===== src/rtl/spi_reg_ctrl_if.sv =====
// Bus bundle between the SPI byte slave / register file and the frame sequencer.
// SPI_FRAME_CHK_EN adds the chk_err pulse used by 3-byte checked write frames.
`timescale 1ns/1ps
interface spi_reg_ctrl_if;
  logic       data_ok;
  logic [7:0] spi_rx_reg;
  logic [7:0] spi_tx_reg;
  logic [6:0] reg_addr;
  logic [7:0] reg_wdata;
  logic       reg_wr_en;
  logic       reg_rd_en;
  logic [7:0] reg_rdata;
  logic       busy;
  logic       addr_err;
  logic       tmo_err;
`ifdef SPI_FRAME_CHK_EN
  logic       chk_err;

  modport slave (
    input  data_ok, spi_rx_reg, reg_rdata,
    output spi_tx_reg, reg_addr, reg_wdata, reg_wr_en, reg_rd_en,
           busy, addr_err, tmo_err, chk_err
  );
  modport master (
    output data_ok, spi_rx_reg, reg_rdata,
    input  spi_tx_reg, reg_addr, reg_wdata, reg_wr_en, reg_rd_en,
           busy, addr_err, tmo_err, chk_err
  );
`else
  modport slave (
    input  data_ok, spi_rx_reg, reg_rdata,
    output spi_tx_reg, reg_addr, reg_wdata, reg_wr_en, reg_rd_en,
           busy, addr_err, tmo_err
  );
  modport master (
    output data_ok, spi_rx_reg, reg_rdata,
    input  spi_tx_reg, reg_addr, reg_wdata, reg_wr_en, reg_rd_en,
           busy, addr_err, tmo_err
  );
`endif
endinterface


===== src/rtl/spi_reg_ctrl.sv =====
// SPI frame sequencer: turns received bytes into {cmd, data} register transactions.
// Define SPI_FRAME_CHK_EN for 3-byte write frames carrying a check byte.
`timescale 1ns/1ps
module spi_reg_ctrl #(
  parameter logic [6:0]  ADDR_MAX    = 7'd31,
  parameter logic [15:0] TIMEOUT_CYC = 16'd50000,
  parameter logic [7:0]  ID_BYTE     = 8'h5A
) (
  input  logic          clk,
  input  logic          rst,
  spi_reg_ctrl_if.slave bus
);

  typedef enum logic [2:0] {
    IDLE    = 3'd0,
    WR_DATA = 3'd1,
    RD_LOAD = 3'd2,
    RD_DATA = 3'd3,
    DISCARD = 3'd4
`ifdef SPI_FRAME_CHK_EN
    ,WR_CHK = 3'd5
`endif
  } state_t;

  state_t      state_r;
  logic        data_ok_d_r;
  logic [15:0] tmo_cnt_r;
  logic [7:0]  spi_tx_r;
  logic [6:0]  reg_addr_r;
  logic [7:0]  reg_wdata_r;
  logic        wr_en_r;
  logic        rd_en_r;
  logic        busy_r;
  logic        addr_err_r;
  logic        tmo_err_r;
  logic        byte_evt_s;
  logic        tmo_hit_s;

`ifdef SPI_FRAME_CHK_EN
  logic        chk_err_r;

  function automatic logic [7:0] frame_chk(input logic [7:0] cmd, input logic [7:0] data);
    return cmd ^ data ^ 8'hA5;
  endfunction

  assign bus.chk_err = chk_err_r;
`endif

  assign byte_evt_s = bus.data_ok & ~data_ok_d_r;
  // The timeout fires on the edge where the counter would reach TIMEOUT_CYC; a byte in that cycle wins.
  assign tmo_hit_s  = (state_r != IDLE) && !byte_evt_s && (tmo_cnt_r >= (TIMEOUT_CYC - 16'd1));

  assign bus.spi_tx_reg = spi_tx_r;
  assign bus.reg_addr   = reg_addr_r;
  assign bus.reg_wdata  = reg_wdata_r;
  assign bus.reg_wr_en  = wr_en_r;
  assign bus.reg_rd_en  = rd_en_r;
  assign bus.busy       = busy_r;
  assign bus.addr_err   = addr_err_r;
  assign bus.tmo_err    = tmo_err_r;

  // Frame state machine with registered strobes, status and transmit byte.
  always_ff @(posedge clk or posedge rst) begin
    if (rst) begin
      state_r     <= IDLE;
      data_ok_d_r <= 1'b0;
      tmo_cnt_r   <= 16'd0;
      spi_tx_r    <= ID_BYTE;
      reg_addr_r  <= 7'd0;
      reg_wdata_r <= 8'd0;
      wr_en_r     <= 1'b0;
      rd_en_r     <= 1'b0;
      busy_r      <= 1'b0;
      addr_err_r  <= 1'b0;
      tmo_err_r   <= 1'b0;
`ifdef SPI_FRAME_CHK_EN
      chk_err_r   <= 1'b0;
`endif
    end else begin
      data_ok_d_r <= bus.data_ok;
      wr_en_r     <= 1'b0;
      rd_en_r     <= 1'b0;
      addr_err_r  <= 1'b0;
      tmo_err_r   <= 1'b0;
`ifdef SPI_FRAME_CHK_EN
      chk_err_r   <= 1'b0;
`endif
      if ((state_r == IDLE) || byte_evt_s) begin
        tmo_cnt_r <= 16'd0;
      end else if (tmo_cnt_r != 16'hFFFF) begin
        tmo_cnt_r <= tmo_cnt_r + 16'd1;
      end

      if (tmo_hit_s) begin
        state_r   <= IDLE;
        busy_r    <= 1'b0;
        spi_tx_r  <= ID_BYTE;
        tmo_err_r <= 1'b1;
      end else begin
        case (state_r)
          IDLE: begin
            if (byte_evt_s) begin
              reg_addr_r <= bus.spi_rx_reg[6:0];
              busy_r     <= 1'b1;
              if (bus.spi_rx_reg[6:0] > ADDR_MAX) begin
                addr_err_r <= 1'b1;
                state_r    <= DISCARD;
              end else if (bus.spi_rx_reg[7]) begin
                rd_en_r <= 1'b1;
                state_r <= RD_LOAD;
              end else begin
                state_r <= WR_DATA;
              end
            end
          end
          RD_LOAD: begin
            spi_tx_r <= bus.reg_rdata;
            state_r  <= RD_DATA;
          end
          RD_DATA: begin
            if (byte_evt_s) begin
              spi_tx_r <= ID_BYTE;
              busy_r   <= 1'b0;
              state_r  <= IDLE;
            end
          end
          WR_DATA: begin
            if (byte_evt_s) begin
              reg_wdata_r <= bus.spi_rx_reg;
`ifdef SPI_FRAME_CHK_EN
              state_r     <= WR_CHK;
`else
              wr_en_r     <= 1'b1;
              busy_r      <= 1'b0;
              state_r     <= IDLE;
`endif
            end
          end
`ifdef SPI_FRAME_CHK_EN
          WR_CHK: begin
            if (byte_evt_s) begin
              if (bus.spi_rx_reg == frame_chk({1'b0, reg_addr_r}, reg_wdata_r)) begin
                wr_en_r <= 1'b1;
              end else begin
                chk_err_r <= 1'b1;
              end
              busy_r  <= 1'b0;
              state_r <= IDLE;
            end
          end
`endif
          DISCARD: begin
            if (byte_evt_s) begin
              busy_r  <= 1'b0;
              state_r <= IDLE;
            end
          end
          default: begin
            spi_tx_r <= ID_BYTE;
            busy_r   <= 1'b0;
            state_r  <= IDLE;
          end
        endcase
      end
    end
  end

endmodule

===== src/flat_wrapper.sv =====
// flat-port wrapper written by rule: the top's interface ports become plain ports
module spi_reg_ctrl_flat 
#(
  parameter logic [6:0]  ADDR_MAX    = 7'd31,
  parameter logic [15:0] TIMEOUT_CYC = 16'd50000,
  parameter logic [7:0]  ID_BYTE     = 8'h5A
)
  (clk, rst, bus_data_ok, bus_spi_rx_reg, bus_reg_rdata, bus_spi_tx_reg, bus_reg_addr, bus_reg_wdata, bus_reg_wr_en, bus_reg_rd_en, bus_busy, bus_addr_err, bus_tmo_err);
  spi_reg_ctrl_if bus_i ();
  input  logic clk;
  input  logic rst;
  input wire logic [$bits(bus_i.data_ok)-1:0] bus_data_ok;
  input wire logic [$bits(bus_i.spi_rx_reg)-1:0] bus_spi_rx_reg;
  input wire logic [$bits(bus_i.reg_rdata)-1:0] bus_reg_rdata;
  output wire logic [$bits(bus_i.spi_tx_reg)-1:0] bus_spi_tx_reg;
  output wire logic [$bits(bus_i.reg_addr)-1:0] bus_reg_addr;
  output wire logic [$bits(bus_i.reg_wdata)-1:0] bus_reg_wdata;
  output wire logic [$bits(bus_i.reg_wr_en)-1:0] bus_reg_wr_en;
  output wire logic [$bits(bus_i.reg_rd_en)-1:0] bus_reg_rd_en;
  output wire logic [$bits(bus_i.busy)-1:0] bus_busy;
  output wire logic [$bits(bus_i.addr_err)-1:0] bus_addr_err;
  output wire logic [$bits(bus_i.tmo_err)-1:0] bus_tmo_err;
  assign bus_i.data_ok = bus_data_ok;
  assign bus_i.spi_rx_reg = bus_spi_rx_reg;
  assign bus_i.reg_rdata = bus_reg_rdata;
  assign bus_spi_tx_reg = bus_i.spi_tx_reg;
  assign bus_reg_addr = bus_i.reg_addr;
  assign bus_reg_wdata = bus_i.reg_wdata;
  assign bus_reg_wr_en = bus_i.reg_wr_en;
  assign bus_reg_rd_en = bus_i.reg_rd_en;
  assign bus_busy = bus_i.busy;
  assign bus_addr_err = bus_i.addr_err;
  assign bus_tmo_err = bus_i.tmo_err;
  spi_reg_ctrl #(.ADDR_MAX(ADDR_MAX), .TIMEOUT_CYC(TIMEOUT_CYC), .ID_BYTE(ID_BYTE)) u_core (.clk(clk), .rst(rst), .bus(bus_i));
endmodule

===== config.mk =====
export PLATFORM = sky130hd
export DESIGN_NAME = spi_reg_ctrl_flat
export DESIGN_NICKNAME = d
export VERILOG_FILES = /design/src/rtl/spi_reg_ctrl_if.sv /design/src/rtl/spi_reg_ctrl.sv /design/src/flat_wrapper.sv
export SDC_FILE = /design/constraint.sdc
export NUM_CORES = 1
export LEC_CHECK = 0
export ABC_CLOCK_PERIOD_IN_PS = 2900
export BUFFER_PORTS_ARGS = -buffer_cell sky130_fd_sc_hd__buf_2
export CORE_UTILIZATION = 30
export DETAILED_ROUTE_END_ITERATION = 8
export GPL_TIMING_DRIVEN = 1
export PLACE_DENSITY = 0.57
export SETUP_SLACK_MARGIN = 0.05
export SYNTH_ARGS = -nofsm -noshare
export SYNTH_HDL_FRONTEND = slang
export SYNTH_SLANG_ARGS = --single-unit

===== constraint.sdc =====
create_clock -name clk -period 2.9 [get_ports clk]
set_input_delay 0.87 -clock clk [delete_from_list [all_inputs] [get_ports clk]]
set_output_delay 0.87 -clock clk [all_outputs]
set_load 0.01 [all_outputs]

After elaboration in Yosys (flattened, before gate mapping)
Index checks and enable logic that the tools add are counted.

storage, ports and cells
  register bits = 48
  input port bits = 19
  output and inout bits = 28

cells by class
  add/sub/neg operators = 1
  order comparisons = 2
  equal/unequal tests = 10
  muxes and demuxes = 28
  bitwise operators = 3
  reduce and logical (&&, ||, !) cells = 14

operator list
  operator                                                        number
  2-to-1 mux 16 bit                                               2
  one-hot mux 8 bit (3 select lines)                              1
  adder 16 x 1 -> 16 bit (second input constant)                  1
  greater-or-equal comparator 16 bit (second input constant)      1
  2-to-1 mux 1 bit                                                16
  2-to-1 mux 8 bit                                                2
  inequality test 16 bit (second input constant)                  1
  2-to-1 mux 3 bit                                                4
  inequality test 3 x 1 -> 1 bit (second input constant)          3
  one-hot mux 3 bit (3 select lines)                              1
  AND reduction 3 bit                                             3
  greater-than comparator 7 x 5 -> 1 bit (second input constant)  1
  == test 3 x 2 -> 1 bit (second input constant)                  2
  OR reduction 3 bit                                              2
  inequality test 2 x 1 -> 1 bit (second input constant)          2
  AND reduction 2 bit                                             2
  == test 3 x 1 -> 1 bit (second input constant)                  1
  == test 3 bit (second input constant)                           1
  zero test 3 bit                                                 1
  one-hot mux 1 bit (3 select lines)                              1
  nonzero test 3 bit                                              1
  logical AND 1 bit                                               2
  2-to-1 mux 2 bit                                                1
  inverter 1 bit                                                  2
  4 further kinds                                                 4

Logic depth before layout (Yosys ltp)
  depth in word-level cells = 7
  depth in mapped cells = 7

Worst setup path before layout
No wires, ideal clock.

  path kind = input to register
  from = in bus_data_ok
  to = reg u_core.tmo_cnt_r[0]
  library setup time = 0.132 ns
  arrival = 1.877 ns
  data required time = 2.768 ns
  path slack = 0.892 ns
  cell stages on the path = 5
  path buffers = 2
  cells stage by stage = nor2b_1 > or2_2 > clkbuf_1 > clkbuf_1 > nor2_1

on the way
  word-level cells in the longest chain between the ends = 3

RTL lines
  element                                                  RTL line            text
  start: declaration                                       flat_wrapper.sv:12  input wire logic [$bits(bus_i.data_ok)-1:0] bus_data_ok;
  bitwise AND 1 bit *                                      spi_reg_ctrl.sv:49  assign byte_evt_s = bus.data_ok & ~data_ok_d_r;
  logical OR 1 bit *                                       spi_reg_ctrl.sv:88  if ((state_r == IDLE) || byte_evt_s) begin
  2-to-1 mux 16 bit or nonzero test 2 bit (tied branches)  --
  end signal: assignment                                   spi_reg_ctrl.sv:91  tmo_cnt_r <= tmo_cnt_r + 16'd1;
  end: declaration                                         spi_reg_ctrl.sv:27  logic [15:0] tmo_cnt_r;

Mark *: on every way between the ends. The rest lies on a longest branch, timed or not.
A chain may end at the register's enable or synchronous reset.

Worst setup path after layout
  from = in bus_data_ok
  to = reg u_core.reg_wdata_r[7], in the netlist u_core.bus.reg_wdata[7]

on the way
  word-level cells in the longest chain between the ends = 6

RTL lines
  element                                 RTL line             text
  bitwise AND 1 bit *                     spi_reg_ctrl.sv:49
  zero test 1 bit                         spi_reg_ctrl.sv:51   assign tmo_hit_s = (state_r != IDLE) && !byte_evt_s && (tmo_cnt_r >= (TIMEOUT_CYC - 16'd1));
  logical AND 1 bit (2 in series)         spi_reg_ctrl.sv:51
  inverter 1 bit (no source line)         --
  AND reduction 3 bit (no source line) *  --
  end signal: assignment                  spi_reg_ctrl.sv:129  reg_wdata_r <= bus.spi_rx_reg;
  end: declaration                        spi_reg_ctrl.sv:30   logic [7:0] reg_wdata_r;

Marks and branches as above.

==> flow_summary.yaml <==
status:
  status: "completed"
synthesis:
  syn-num-nets: 227
  synth.distinct_cells: 41
  ys_warn_count: 0
  synth.avg_cell_area_um2: 10.3
  synthFlopType: "dfrtp_1"
  synth-edff-count: 0
  syn_inst: 207
  synth_seq_cells: 48
  synthArstFlopShare_pct: 100
  synth-seq-area-share_pct: 56.4
  mappedNetlistArea_um2: 2140
power:
  combPwrFrac_pct: 29.6
  powerDensity_nw_per_um2: 835
  switching_power_w: 0.000683
  p_clk_share_pct: 23.8
  seq_power_share_pct: 46.6
  p_int_w: 0.00148
  swShare_pct: 31.6
  cellLeakagePower_nw: 1.21
  ir_drop_mv: 0.212
grt:
  grt.overflow.total: 0
  grt_pass1_vias: 1531
  antenna_found_initial: 0
  grt_usage_pct: 12.2
  grt_pass1_wl_um: 7190
  grt_max_degree: 49
layout:
  design_area_um2: 2590
  area_delta_synth_final_pct: 21.1
  multi_input_area_um2: 885
  largest_reg_flops: 16
  ff_latch_area_um2: 1210
  drive_gt1_share_pct: 30.0
  n_antenna_cell: 0
  nets: 272
  nFillCells: 710
clocking:
  cts_root_buffer: "clkbuf_8"
  cts_buffer_depth: 2
  cts_tree: "yes"
  numCtsBuffers: 5
  postCtsHoldBufs: 0
  cts_htree_levels: 2
  cts.clk_slew.worst_paths_ps: 80
  cts_sinks: 48
  clk_latency_ps: 290
  post_cts_buffers: 0
  cts_resized: 0
die:
  fp-row-count: 30
  dieArea_um2: 7470
  core-area_um2: 6830
  initial_core_util_pct: 31.3
  fp.dieW_um: 86.5
  num_io_pins: 47
  die_y_um: 86.5
timing:
  finalCritPeriodShare_pct: 65.4
  worst_pin_slew_ps: 607
  slew_headroom_pct: 59.5
  fin_skew_ps: 5.81
  finalHoldViolations: 0
  slew_violations: 0
  setup_viol: 0
  fin_crit_ps: 1900
  grt_setup_unrepaired: "no"
  fmax_mhz: 527
  fin_tns_setup_ps: 0
placed_design:
  routabilityCongestion: 0.759
  place_hpwl_um: 2980
  port_buffers: 46
  post_dp_cell_area_um2: 2460
drt:
  wire_per_inst_um: 12.1
  vias_per_cell: 4.63
  drc: 0
  firstDrtPassIters: 6
  ant_nets: 0
  drt_iter0_markers: 46
  wl_um: 4240
  via_count: 1616
critical_path:
  crit_path_end_kind: "flip-flop"
  cp-start-kind: "input pin"
  worst-path-max-fanout: 9
  ff2ff_path_depth: 5
  crit_required_ps: 3080
  crit_type: "in2reg"
  r2r_slack_ps: 1030
  worstPathArrival_ps: 2080
hold_path:
  holdPathStages: 2
  min_path_type: "reg2reg"
flow_run:
  drv_cap: 0
[layer usage]
metal  vias up  part of all wire [%]  global-route usage [%]
li1        811                     -                       -
met5         -                     0                       0
met4         0                   1.3                    4.55
met1       775                    49                    16.1
met2        25                    47                    19.8
met3         5                   3.1                    2.67
[cells in the final DEF, fill, tap and decap left out, types with 2 or more instances in the layout]
cell       Yosys  layout
o22ai_1        5       5
xnor2_1        3       3
o21ai_0        5       5
inv_1          3       2
nor3_1         7       7
buf_2          0      46
a21oi_1        4       4
or2_2          2       2
dfstp_2        4       4
and2_1         4       4
nor4_1         2       2
nand2_1       35      35
nand4_1        5       5
o2111ai_1      2       2
mux2_2        10      10
a22oi_1        5       5
a31oi_1        2       2
clkbuf_8       0       7
xor2_1         6       6
inv_2          1       2
dfrtp_1       44      44
nor2_1        25      25
and3_1         4       4
nand3_1        2       2
[path summary, 6_finish.rpt]
path | from | endpoint
setup / recovery | bus_data_ok | u_core.bus.reg_wdata[7]$_DFFE_PP0P_
hold / removal | u_core.bus.reg_wdata[4]$_DFFE_PP0P_ | u_core.bus.reg_wdata[4]$_DFFE_PP0P_
setup reg to reg | u_core.tmo_cnt_r[10]$_DFFE_PP0P_ | u_core.state_r[0]$_DFFE_PP0P_
min in group asynchronous | rst | u_core.tmo_cnt_r[3]$_DFFE_PP0P_
max in group asynchronous | rst | u_core.state_r[2]$_DFFE_PP0P_
hold reg to reg | u_core.bus.reg_wdata[4]$_DFFE_PP0P_ | u_core.bus.reg_wdata[4]$_DFFE_PP0P_
[layout make-up]
| class | instances | share of cell area, % |
|---|---|---|
| clock inverters | 1 | 1.16 |
| well taps | 96 | 4.64 |
| multi-input cells | 146 | 34.2 |
| flip-flops and latches | 48 | 46.6 |
| clock buffers | 7 | 3.72 |
| inverters | 4 | 0.580 |
| repair buffers | 47 | 9.18 |
[cell families (layout without fill, tap and decap cells)]
| family | Yosys count | count (layout) | share of synthesized area [%] |
|---|---|---|---|
| DFF | 48 | 48 | 56.4 |
| adders and majority gates | 1 | 1 | 0.585 |
| xor gates and xnor gates | 9 | 9 | 3.68 |
| and+or+nand+nor | 93 | 93 | 20.2 |
| AOI/OAI and AO/OA | 32 | 32 | 11.1 |
| muxes | 11 | 11 | 5.73 |
| buffers and inverters | 13 | 59 | 2.28 |
[through the flow]
| stage | setup WS [ps] | cells | total power (W) | hold slack [ps] | utilization, % |
|---|---|---|---|---|---|
| global placement | 701 | 341 | 0.00166 | 455 | 36.1 |
| detailed placement | 673 | 341 | 0.00168 | 463 | 36.1 |
| finish | 1000 | 349 | 0.00216 | 477 | 37.9 |
| global route | 907 | 349 | 0.00232 | 498 | 37.9 |
| CTS | 995 | 349 | 0.00220 | 485 | 37.9 |
| floorplan | 892 | 207 | 0.00143 | 486 | - |
[cell usage after synthesis, drive strengths merged (3+ instances only)]
cell type	n	area [µm²]
dfrtp	44	1100
nand2	35	131
nor2	25	93.8
mux2	10	113
clkbuf	9	33.8
nor3	7	35.0
o21ai	6	30.0
xor2	6	52.6
a22oi	5	37.5
nand4	5	31.3
o22ai	5	31.3
a21oi	4	20.0
and2	4	25.0
and3	4	25.0
dfstp	4	105
inv	4	15.0
xnor2	3	26.3
[critical path, stage by stage]
cell	delay, ps
buf_2	90
nand2b_1	100
or4b_1	670
mux2_2	340
[power by group through the flow]
stage	Combinational [W]	Sequential, W	Clock [W]
after floorplan	0.000365	0.00107	0
after global placement	0.000644	0.00102	0
after detailed placement	0.000655	0.00102	0
after CTS	0.000657	0.00101	0.000535
after global routing	0.000721	0.00104	0.000562
final	0.000640	0.00101	0.000515
No activity file was read; power rests on OpenSTA's default activity.
